[config.mk]
export PLATFORM = sky130hd
export DESIGN_NAME = interp_sequencer
export DESIGN_NICKNAME = d
export VERILOG_FILES = /design/src/rtl/interp_sequencer.sv
export SDC_FILE = /design/constraint.sdc
export NUM_CORES = 1
export LEC_CHECK = 0
export ABC_CLOCK_PERIOD_IN_PS = 5900
export BUFFER_PORTS_ARGS = -buffer_cell sky130_fd_sc_hd__buf_2
export CAP_MARGIN = 20
export CELL_PAD_IN_SITES_DETAIL_PLACEMENT = 0
export CELL_PAD_IN_SITES_GLOBAL_PLACEMENT = 1
export CORE_MARGIN = 2
export CORE_UTILIZATION = 45
export DETAILED_ROUTE_END_ITERATION = 6
export GPL_TIMING_DRIVEN = 0
export PLACE_DENSITY = 0.81
export RECOVER_POWER = 100
export SKIP_CTS_REPAIR_TIMING = 1
export SYNTH_ARGS = -nofsm -noshare
export SYNTH_HDL_FRONTEND = slang
export SYNTH_SLANG_ARGS = --single-unit
export TNS_END_PERCENT = 100
[constraint.sdc]
create_clock -name Fg_clk -period 5.9 [get_ports Fg_clk]
set_clock_uncertainty 0.1 [all_clocks]
set_input_delay 0.59 -clock Fg_clk [delete_from_list [all_inputs] [get_ports Fg_clk]]
set_output_delay 0.59 -clock Fg_clk [all_outputs]
set_load 0.05 [all_outputs]
[src/rtl/interp_sequencer.sv]
// interp_sequencer: plays back a stored waveform by stepping sample-RAM read
// addresses once per interpolation segment and pulsing the interpolator at
// every segment start.
//
// Ports:
//   Fg_clk  - clock, all state updates on rising edge
//   Resetn  - asynchronous active-low reset
//   Start   - level-sampled; starts playback from sample 0 when idle
//   Stop    - level-sampled; aborts playback (wins over Start)
//   Mode    - interpolation mode, selects segment length (1..10000 cycles)
//   Length  - waveform sample count, 0 means 4096; captured at playback start
//   Addr2   - current-sample read address
//   Addr1   - next-sample read address (wraps to 0 after Length-1)
//   Enable  - one-cycle pulse at each segment start
//   Wrap    - one-cycle pulse with Enable when the index returns to sample 0
//   Busy    - high while playing back
module interp_sequencer (
    input  logic        Fg_clk,
    input  logic        Resetn,
    input  logic        Start,
    input  logic        Stop,
    input  logic [2:0]  Mode,
    input  logic [11:0] Length,
    output logic [11:0] Addr2,
    output logic [11:0] Addr1,
    output logic        Enable,
    output logic        Wrap,
    output logic        Busy
);

    localparam int unsigned ADDR_W = 12;
    localparam int unsigned IDX_W  = ADDR_W + 1;
    localparam int unsigned CNT_W  = 14;
    localparam int unsigned MODE_W = 3;

    localparam logic [0:0] ST_IDLE = 1'b0;
    localparam logic [0:0] ST_RUN  = 1'b1;

    logic [0:0]        state, state_d;
    logic [CNT_W-1:0]  cnt, cnt_d;
    logic [ADDR_W-1:0] idx, idx_d;
    logic [MODE_W-1:0] mode_q, mode_d;
    logic [ADDR_W-1:0] len_q, len_d;
    logic [ADDR_W-1:0] addr2_d, addr1_d;
    logic              enable_d, wrap_d, busy_d;
    logic [ADDR_W-1:0] idx_nxt;

    // Last counter value of a segment (segment length minus one) per mode.
    function automatic logic [CNT_W-1:0] seg_last(input logic [MODE_W-1:0] m);
        case (m)
            3'd1:    seg_last = CNT_W'(9);
            3'd2:    seg_last = CNT_W'(99);
            3'd3:    seg_last = CNT_W'(999);
            3'd4:    seg_last = CNT_W'(9999);
            default: seg_last = CNT_W'(0);
        endcase
    endfunction

    // Successor sample index; a stored length of 0 stands for 4096 samples.
    function automatic logic [ADDR_W-1:0] next_idx(input logic [ADDR_W-1:0] i,
                                                   input logic [ADDR_W-1:0] len);
        logic [IDX_W-1:0] inc;
        logic [IDX_W-1:0] lim;
        inc = IDX_W'(i) + IDX_W'(1);
        lim = (len == '0) ? IDX_W'(4096) : IDX_W'(len);
        next_idx = (inc == lim) ? '0 : inc[ADDR_W-1:0];
    endfunction

    assign idx_nxt = next_idx(idx, len_q);

    // State and output registers.
    always_ff @(posedge Fg_clk or negedge Resetn) begin
        if (!Resetn) begin
            state  <= ST_IDLE;
            cnt    <= '0;
            idx    <= '0;
            mode_q <= '0;
            len_q  <= '0;
            Addr2  <= '0;
            Addr1  <= '0;
            Enable <= 1'b0;
            Wrap   <= 1'b0;
            Busy   <= 1'b0;
        end else begin
            state  <= state_d;
            cnt    <= cnt_d;
            idx    <= idx_d;
            mode_q <= mode_d;
            len_q  <= len_d;
            Addr2  <= addr2_d;
            Addr1  <= addr1_d;
            Enable <= enable_d;
            Wrap   <= wrap_d;
            Busy   <= busy_d;
        end
    end

    // Next-state and next-output logic.
    always_comb begin
        state_d  = state;
        cnt_d    = cnt;
        idx_d    = idx;
        mode_d   = mode_q;
        len_d    = len_q;
        addr2_d  = Addr2;
        addr1_d  = Addr1;
        enable_d = 1'b0;
        wrap_d   = 1'b0;
        busy_d   = Busy;

        case (state)
            ST_IDLE: begin
                busy_d = 1'b0;
                if (Start && !Stop) begin
                    state_d  = ST_RUN;
                    cnt_d    = '0;
                    idx_d    = '0;
                    mode_d   = Mode;
                    len_d    = Length;
                    addr2_d  = '0;
                    addr1_d  = next_idx('0, Length);
                    enable_d = 1'b1;
                    busy_d   = 1'b1;
                end
            end
            ST_RUN: begin
                if (Stop) begin
                    state_d = ST_IDLE;
                    cnt_d   = '0;
                    idx_d   = '0;
                    addr2_d = '0;
                    addr1_d = '0;
                    busy_d  = 1'b0;
                end else if (cnt == seg_last(mode_q)) begin
                    // Segment boundary: step the index, resample Mode.
                    cnt_d    = '0;
                    idx_d    = idx_nxt;
                    mode_d   = Mode;
                    addr2_d  = idx_nxt;
                    addr1_d  = next_idx(idx_nxt, len_q);
                    enable_d = 1'b1;
                    wrap_d   = (idx_nxt == '0);
                end else begin
                    cnt_d = cnt + CNT_W'(1);
                end
            end
            default: state_d = ST_IDLE;
        endcase
    end

endmodule

==> impl_metrics.ini, run 1 <==
[status]
status = complete, but fails checks
violations = capacitance limit, slew limit

[sta]
period_needed_ps = 5430
setup_ws_ps = 474
rsz0062_at_grt = no
whs_ps = 333
slew_violations = 39
worstMarginPinSlew_ps = 2090
finalCritPeriodShare_pct = 92.0
setup_viol = 0
max_slew_margin_pct = -39.4
fmax_mhz = 184
finalSetupTns_ps = 0
hold_viol = 0

[logic_synthesis]
syn_inst = 526
synth_ff_type = dfrtp_1
synthesis.area_sq_um = 4480
yosysTopAreaCellShare_pct = 31.8
async_reset_ff_share_pct = 100
synth.most_common_cell = dfrtp_1
avgSynthCellArea_sq_um = 8.53
ys_ff_latch = 57
synth-edff-count = 0
synth_nets = 549
ys_seq_area_share_pct = 31.8
synthDistinctLibCells = 76
netlist_top_cells_count = dfrtp_1 (57), nand2_1 (45), o21ai_0 (42)
yosysWarningCount = 0
synth_top_area_cell = dfrtp_1
synthTopCellsByArea = dfrtp_1 (32%), o21ai_0 (4.7%), xnor2_1 (4.5%)

[global_routing]
grt-ovfl-total = 0
antenna_found_initial = 0
grt_max_degree = 39
grt_pass1_vias = 4215
grt_use_total_pct = 25.7
grt_first_pass_wirelength_mm = 22.1

[worst_hold_path]
min_path_type = primary input to asynchronous set/reset pin

[place]
portBuffers = 45
dp_hpwl_mm = 10.3
placedCellCount = 706
preCtsSetupSlack_ps = 279
place_congestion = 0.936

[drt]
dr.pass1.iters = 5
drt-initial-drc-count = 308
wirelength_mm = 13.6
wire_per_inst_microns = 18.8
drc = 0
drtAntennaViolNets = 0
avgViaCountPerCell = 6.08
vias = 4393

[floorplanning]
ios = 46
die_y_microns = 104
core_sq_um = 9730
initial_utilization_pct = 46.1
fp.dieW_microns = 104
dieArea_sq_um = 10800
rows = 36

[clock_network]
insertion_delay_ps = 350
cts_buffers = 9
path_clk_slew_ps = 80
clockBufferDepth = 2
clock-sinks = 57
tritoncts = yes
clockRootBuffer = clkbuf_8
htreeDepth = 3

[setup_path]
crit_arrival_ps = 5550
path_class = flop to flop
cp_cell_sequence = clkbuf_1, nor3_1, nand4_1, xor2_1, o31ai_1, and4_1, buf_6, nor2_1, ha_1, buf_2, o21ai_0, o21ai_0, a32oi_1, xor2_2, mux2i_1, a2111oi_0, a21oi_1, nor4_2, buf_6, o21ai_0
start_kind = flop
cp_data_required_time_ps = 6020
crit_top_cell = o21ai_0
crit_path_end_kind = flop
crit_path_max_fanout = 10
cp_slowest_stage_delay_ps = 560
slowest_stage = o31ai_1

[layout]
drive_gt1_share_pct = 15.4
area_growth_pct = 12.6
nets = 607
antenna_cells = 0
fillCellCount = 995
final-instance-count-excl-fill = 722
postLayoutCoreUtil_pct = 51.9

[pwr]
powerDensity_nw_per_um2 = 238
peakVddDrop_v = 0.000145
leakagePower_uw = 0.00198

[job]
maxCapViolCount = 1
flip-flops by register name, summed over array words and instances, names as in the netlist:
| signal | flops |
|---|---|
| Busy | 1 |
| mode_q | 3 |
| len_q | 12 |
| Wrap | 1 |
| state | 1 |
| Enable | 1 |
| Addr1 | 12 |
| cnt | 14 |
| idx | 12 |
through the flow:
| stage | area [sq um] | power [uW] |
|---|---|---|
| floorplan | 4480 | 688 |
| global route | 5050 | 1270 |
| finish | 5050 | 1200 |
| CTS | 5120 | 1210 |
| global placement | 4880 | 777 |
| detailed placement | 4900 | 786 |
logic make-up after synthesis:
group	after synthesis	share of synthesized area, %
AND/OR/NAND/NOR	216	27.0
buffers and inverters	50	6.11
XOR/XNOR	42	8.54
multiplexers	14	3.43
flip-flops	57	31.8
AO/OA/AOI/OAI	143	22.0
adder cells (fa/ha/maj)	4	1.12
routing by layer:
metal	up-vias	share of wire [%]	GRT usage (%)
met2	145	46	42.6
met1	2153	46	34.3
li1	2076	-	-
met5	-	0	0
met4	0	2.0	6.66
met3	19	5.6	5.29
layout make-up:
cell class	instances	area [sq um]	share of cell area, %
clock buffer	12	145	2.87
inverter	13	48.8	0.966
multi-input combinational	419	2770	54.8
tap	133	166	3.29
timing repair buffer	47	198	3.91
buffer	37	221	4.38
clock inverter	4	76.3	1.51
sequential	57	1430	28.3
report_power, final:
group / total (uW) / internal, uW / switching, uW
logic: 318 / 118 / 200
registers: 461 / 420 / 40.8
clock network: 423 / 251 / 173
total: 1200 / 789 / 414
worst max-delay path: cells and delay by family, from the launching register on:
| family | cells | cell delay, ps |
|---|---|---|
| AOI/OAI and AO/OA | 7 | 1840 |
| xor gates and xnor gates | 2 | 530 |
| adders and majority gates | 1 | 180 |
| buffers and inverters | 4 | 770 |
| DFF | 1 | 360 |
| muxes | 1 | 120 |
| and+or+nand+nor | 5 | 1410 |
placed cells by master (no fill, tap or decap), types with 10 or more instances in the layout:
cell type / instances
a21oi_1: 14
a32oi_1: 11
and3_1: 14
buf_2: 26
clkbuf_1: 46
clkbuf_8: 10
dfrtp_1: 56
inv_1: 13
mux2_2: 11
nand2_1: 45
nand2b_1: 13
nand3_1: 19
nand4_1: 13
nor2_1: 30
nor3_1: 25
o21ai_0: 44
o31ai_1: 14
xnor2_1: 23
xor2_1: 16
worst paths after layout:
kind	start	slack (ps)	endpoint	depth (start not counted)
max	len_q[4]$_DFFE_PN0P_	470	Addr1[4]$_DFFE_PN0P_	20
min	Resetn	330	len_q[1]$_DFFE_PN0P_	1
max reg2reg	len_q[4]$_DFFE_PN0P_	470	Addr1[4]$_DFFE_PN0P_	20
min reg2reg	Addr1[4]$_DFFE_PN0P_	410	Addr1[4]$_DFFE_PN0P_	2
max in group asynchronous	Resetn	2720	idx[1]$_DFFE_PN0P_	2
min in group Fg_clk	Mode[0]	350	mode_q[0]$_DFFE_PN0P_	3
Note: power is estimated with default switching activity, not from simulation.
==> inputs of run 2 (changes only) <==
--- a/config.mk
+++ b/config.mk
@@ -8,13 +8,11 @@
 export ABC_CLOCK_PERIOD_IN_PS = 5900
 export BUFFER_PORTS_ARGS = -buffer_cell sky130_fd_sc_hd__buf_2
 export CAP_MARGIN = 20
-export CELL_PAD_IN_SITES_DETAIL_PLACEMENT = 0
-export CELL_PAD_IN_SITES_GLOBAL_PLACEMENT = 1
 export CORE_MARGIN = 2
-export CORE_UTILIZATION = 45
+export CORE_UTILIZATION = 50
 export DETAILED_ROUTE_END_ITERATION = 6
 export GPL_TIMING_DRIVEN = 0
-export PLACE_DENSITY = 0.81
+export PLACE_DENSITY = 0.7
 export RECOVER_POWER = 100
 export SKIP_CTS_REPAIR_TIMING = 1
 export SYNTH_ARGS = -nofsm -noshare
==> run 2 against run 1 <==
The flow still finishes with violations (capacitance limit, slew limit). Cell count shrank 3.6%. Global-route usage increased by 1.5 points. Combinational power hardly changed. Fmax shrank 2.7%. Setup slack worse by 150 ps. Power shrank 2.1%. Worst hold slack better by 21 ps. First-iteration DRC count increased by 10%. Sequential power barely moved.
==> impl_metrics.ini, run 2 (same netlist as run 1, synthesis figures left out) <==
[drt]
vias = 4375
drtAntennaViolNets = 0
dr.pass1.iters = 5
drc = 0
wirelength_mm = 13.0
drt-initial-drc-count = 339
avgViaCountPerCell = 6.29
wire_per_inst_microns = 18.6

[pwr]
powerDensity_nw_per_um2 = 235
leakagePower_uw = 0.00199
peakVddDrop_v = 0.000139

[layout]
postLayoutCoreUtil_pct = 57.4
nets = 607
drive_gt1_share_pct = 15.6
max_flop_register = cnt
final-instance-count-excl-fill = 696
fillCellCount = 798
area_growth_pct = 11.7
multi_input_area_sq_um = 2770
antenna_cells = 0
largest_reg_flops = 14
layout_commonest_cell = dfrtp_1
final-seq-area_sq_um = 1430
layout_common_cells = dfrtp_1 (57), nand2_1 (45), clkbuf_1 (44)

[sta]
setup_ws_ps = 321
slew_violations = 36
rsz0062_at_grt = no
finalCritPeriodShare_pct = 94.6
fmax_mhz = 179
hold_viol = 0
period_needed_ps = 5580
finalSetupTns_ps = 0
max_slew_margin_pct = -26.1
worstMarginPinSlew_ps = 1890
setup_viol = 0

[floorplanning]
fp.dieW_microns = 98.7
die_y_microns = 98.7
ios = 46
dieArea_sq_um = 9740
core_sq_um = 8720
rows = 34
initial_utilization_pct = 51.4

[setup_path]
slowest_stage = dfrtp_1
start_kind = flop
cp_data_required_time_ps = 6020
crit_path_end_kind = flop
crit_arrival_ps = 5700
crit_path_max_fanout = 10
cp_top_family = compound AO/OA/AOI/OAI gates
crit_buf_inv = 6
path_class = flop to flop
cp_slowest_stage_delay_ps = 580
cp_cell_sequence = ha_1, buf_4, and3_1, buf_4, and3_1, clkbuf_1, nor3_1, a2111oi_0, and4_1, buf_6, nor2_1, ha_1, buf_2, o21ai_0, o21ai_0, a32oi_1, xor2_2, mux2i_1, a2111oi_0, a21oi_1, nor4_2, buf_6, o21ai_1

[clock_network]
clockRootBuffer = clkbuf_8
htreeDepth = 3
cts_buffers = 9
tritoncts = yes
clockBufferDepth = 2
clock-sinks = 57
path_clk_slew_ps = 70
insertion_delay_ps = 350

[status]
violations = capacitance limit, slew limit
status = complete, but fails checks

[place]
preCtsSetupSlack_ps = 241
portBuffers = 45
place_congestion = 0.897
dp_hpwl_mm = 9.90
placedCellCount = 680

[job]
maxCapViolCount = 1

[global_routing]
antenna_found_initial = 0
grt_pass1_vias = 4136
grt_use_total_pct = 27.2
grt_first_pass_wirelength_mm = 21.1
grt-ovfl-total = 0
grt_max_degree = 36

[worst_hold_path]
min_path_type = primary input to flop
run 2: worst min-delay path, delay by kind of cell:
family | cells | cell delay, ps
simple gates | 1 | 40
compound gates | 1 | 60
buf+inv | 1 | 80
run 2: layer usage:
layer  GRT usage (%)  up-vias  wire length, microns
li1                -     2076                     -
met1            37.9     2098                  5940
met2            43.3      182                  5910
met3            4.04       19                   797
met4            10.1        0                   325
met5               0        -                     0
run 2: through the flow:
stage / hold WS [ps] / instance area, sq um / total power (uW)
6_report: 354 / 5010 / 1180
5_1_grt: 371 / 5010 / 1240
4_1_cts: 146 / 5070 / 1180
3_5_place_dp: 375 / 4860 / 781
3_3_place_gp: 372 / 4840 / 772
2_1_floorplan: 194 / 4480 / 688
run 2: worst paths after layout:
check                      cells past startpoint  slack, ps                    end                  from
max reg2reg                                   23        320   Addr1[8]$_DFFE_PN0P_    idx[1]$_DFFE_PN0P_
max in group asynchronous                      2       2980   Addr1[1]$_DFFE_PN0P_                Resetn
min                                            3        350  mode_q[0]$_DFFE_PN0P_               Mode[0]
max                                           23        320   Addr1[8]$_DFFE_PN0P_    idx[1]$_DFFE_PN0P_
min reg2reg                                    2        400   Addr1[3]$_DFFE_PN0P_  Addr1[3]$_DFFE_PN0P_
min in group asynchronous                      1        380     idx[4]$_DFFE_PN0P_                Resetn
run 2: final cells by class:
cell class | instances | share of cell area (%)
timing repair buffer | 47 | 3.95
clock buffer | 9 | 2.47
multi-input combinational | 419 | 55.3
clock inverter | 6 | 1.67
tap | 108 | 2.70
sequential | 57 | 28.5
inverter | 13 | 0.974
buffer | 37 | 4.42
run 2: where the power goes:
part | total, uW | switching, uW | leakage (uW) | internal, uW
Combinational | 315 | 197 | 0.00112 | 119
Clock | 402 | 168 | 0.000109 | 234
Sequential | 460 | 39.7 | 0.000758 | 420
==> inputs of run 3 (changes only) <==
--- a/config.mk
+++ b/config.mk
@@ -12,6 +12,7 @@
 export CORE_UTILIZATION = 50
 export DETAILED_ROUTE_END_ITERATION = 6
 export GPL_TIMING_DRIVEN = 0
+export MAX_ROUTING_LAYER = met4
 export PLACE_DENSITY = 0.7
 export RECOVER_POWER = 100
 export SKIP_CTS_REPAIR_TIMING = 1
==> run 3 against run 2 <==
The run still ends with capacitance limit, slew limit left. Worst hold slack worse by 23 ps. Critical path depth did not move. Clock power rose by 14%. Global-route usage increased by 1.8 points. Cell count is 0.14% higher. First-iteration DRC count decreased by 7.4%. Setup slack better by 120 ps. Routed wire length up 2.2%. Utilization grew 0.39 points. Flip-flop and latch count did not move. Sequential share of layout area decreased by 0.17 points. Critical endpoint is now Addr1[7]$_DFFE_PN0P_. Largest cell class unchanged. Highest routed layer unchanged.
==> impl_metrics.ini, run 3 (same netlist as run 1, synthesis figures left out) <==
[status]
status = complete, but fails checks
violations = capacitance limit, slew limit

[layout]
drive_gt1_share_pct = 15.6
layout_common_cells = dfrtp_1 (56), clkbuf_1 (45), nand2_1 (45)
area_growth_pct = 12.5
antenna_cells = 0
fillCellCount = 863
largest_reg_flops = 14
layout_commonest_cell = dfrtp_1
max_flop_register = cnt
postLayoutCoreUtil_pct = 57.8
nets = 607
final-instance-count-excl-fill = 697

[drt]
avgViaCountPerCell = 6.32
drc = 0
dr.pass1.iters = 6
drt-initial-drc-count = 314
vias = 4403
drtAntennaViolNets = 0
wire_per_inst_microns = 19.0
wirelength_mm = 13.3

[setup_path]
r2r_setup_slack_ps = 440
cp_data_required_time_ps = 6030
regToRegEndpoint = Addr1[7]$_DFFE_PN0P_
rr_worst_depth = 23
timing.rr.start = idx[1]$_DFFE_PN0P_
crit_path_max_fanout = 10
crit_path_end_kind = flop
crit_arrival_ps = 5580
start_kind = flop
path_class = flop to flop

[pwr]
seqPwrFrac_pct = 37.2
switching_share_pct = 33.0
p_sw_uw = 409
p_comb_share_pct = 25.8
peakVddDrop_v = 0.000166
p_int_uw = 831
clockPowerShare_pct = 37.0
powerDensity_nw_per_um2 = 246
leakagePower_uw = 0.00199

[sta]
finalCritPeriodShare_pct = 92.5
fmax_mhz = 183
rsz0062_at_grt = no
hold_viol = 0
setup_viol = 0
max_slew_margin_pct = -33.1
period_needed_ps = 5460
slew_violations = 39
finalSetupTns_ps = 0
worstMarginPinSlew_ps = 2000

[floorplanning]
core_sq_um = 8720
fp.dieW_microns = 98.7
dieArea_sq_um = 9740
die_y_microns = 98.7
ios = 46
rows = 34
initial_utilization_pct = 51.4

[clock_network]
clockRootBuffer = clkbuf_8
tritoncts = yes
clockBufferDepth = 2
path_clk_slew_ps = 70
htreeDepth = 3
clock-sinks = 57
cts_buffers = 9
insertion_delay_ps = 350

[global_routing]
grt_first_pass_wirelength_mm = 21.8
grt_pass1_vias = 4194
grt_use_total_pct = 29.0
grt_max_degree = 39
grt-ovfl-total = 0
antenna_found_initial = 0

[place]
place_congestion = 0.974
portBuffers = 45
dp_hpwl_mm = 10.0
placedCellCount = 680

[job]
maxCapViolCount = 1

[worst_hold_path]
min_path_type = primary input to asynchronous set/reset pin
[run 3: metrics by stage]
stage	total power (uW)	area (sq um)	hold WS (ps)	worst slack [ps]
global placement	776	4840	372	316
finish	1240	5040	331	443
CTS	1250	5110	106	245
floorplan	688	4480	194	977
global route	1310	5040	370	55.1
detailed placement	786	4860	382	272
[run 3: layer usage]
layer	wire (microns)	up-vias	global-route usage (%)
met5	0	-	-
met4	269	0	9.06
met3	830	17	5.04
met2	6140	173	45.0
met1	6020	2135	39.1
li1	-	2078	-
[run 3: area by class of cell]
type	count	area [sq um]	area share (%)
Multi-Input combinational cell	419	2770	54.9
Inverter	13	48.8	0.968
Clock buffer	11	141	2.80
Buffer	37	221	4.39
Clock inverter	5	103	2.03
Tap cell	108	135	2.68
Timing Repair Buffer	47	198	3.92
Sequential cell	57	1430	28.3
[run 3: worst max-delay path by stage]
stage	startpoint	to	cells after the start
final	idx[1]$_DFFE_PN0P_	Addr1[7]$_DFFE_PN0P_	23
after global routing	idx[7]$_DFFE_PN0P_	Addr1[11]$_DFFE_PN0P_	22
after CTS	idx[1]$_DFFE_PN0P_	Addr1[11]$_DFFE_PN0P_	21
after detailed placement	idx[1]$_DFFE_PN0P_	Addr1[10]$_DFFE_PN0P_	21
after global placement	idx[1]$_DFFE_PN0P_	Addr1[10]$_DFFE_PN0P_	21
after floorplan	idx[4]$_DFFE_PN0P_	Addr1[1]$_DFFE_PN0P_	22
[run 3: power groups by stage]
stage               combinational, uW  sequential [uW]  clock [uW]
floorplan                         213              475           0
global placement                  310              466           0
detailed placement                319              468           0
CTS                               320              460         468
global route                      354              465         487
finish                            320              462         459
[run 3: worst max-delay path: stages, from the launching register on]
cell	delay [ps]
dfrtp_2	500
ha_1	190
buf_4	160
and3_1	160
buf_4	140
and3_1	140
clkbuf_1	260
nor3_1	100
a2111oi_0	320
and4_1	390
buf_6	170
nor2_1	70
ha_1	180
buf_2	200
o21ai_0	180
o21ai_0	130
a32oi_1	260
xor2_2	330
mux2i_1	170
a2111oi_0	380
a21oi_1	180
nor4_2	320
buf_6	190
o21ai_0	100
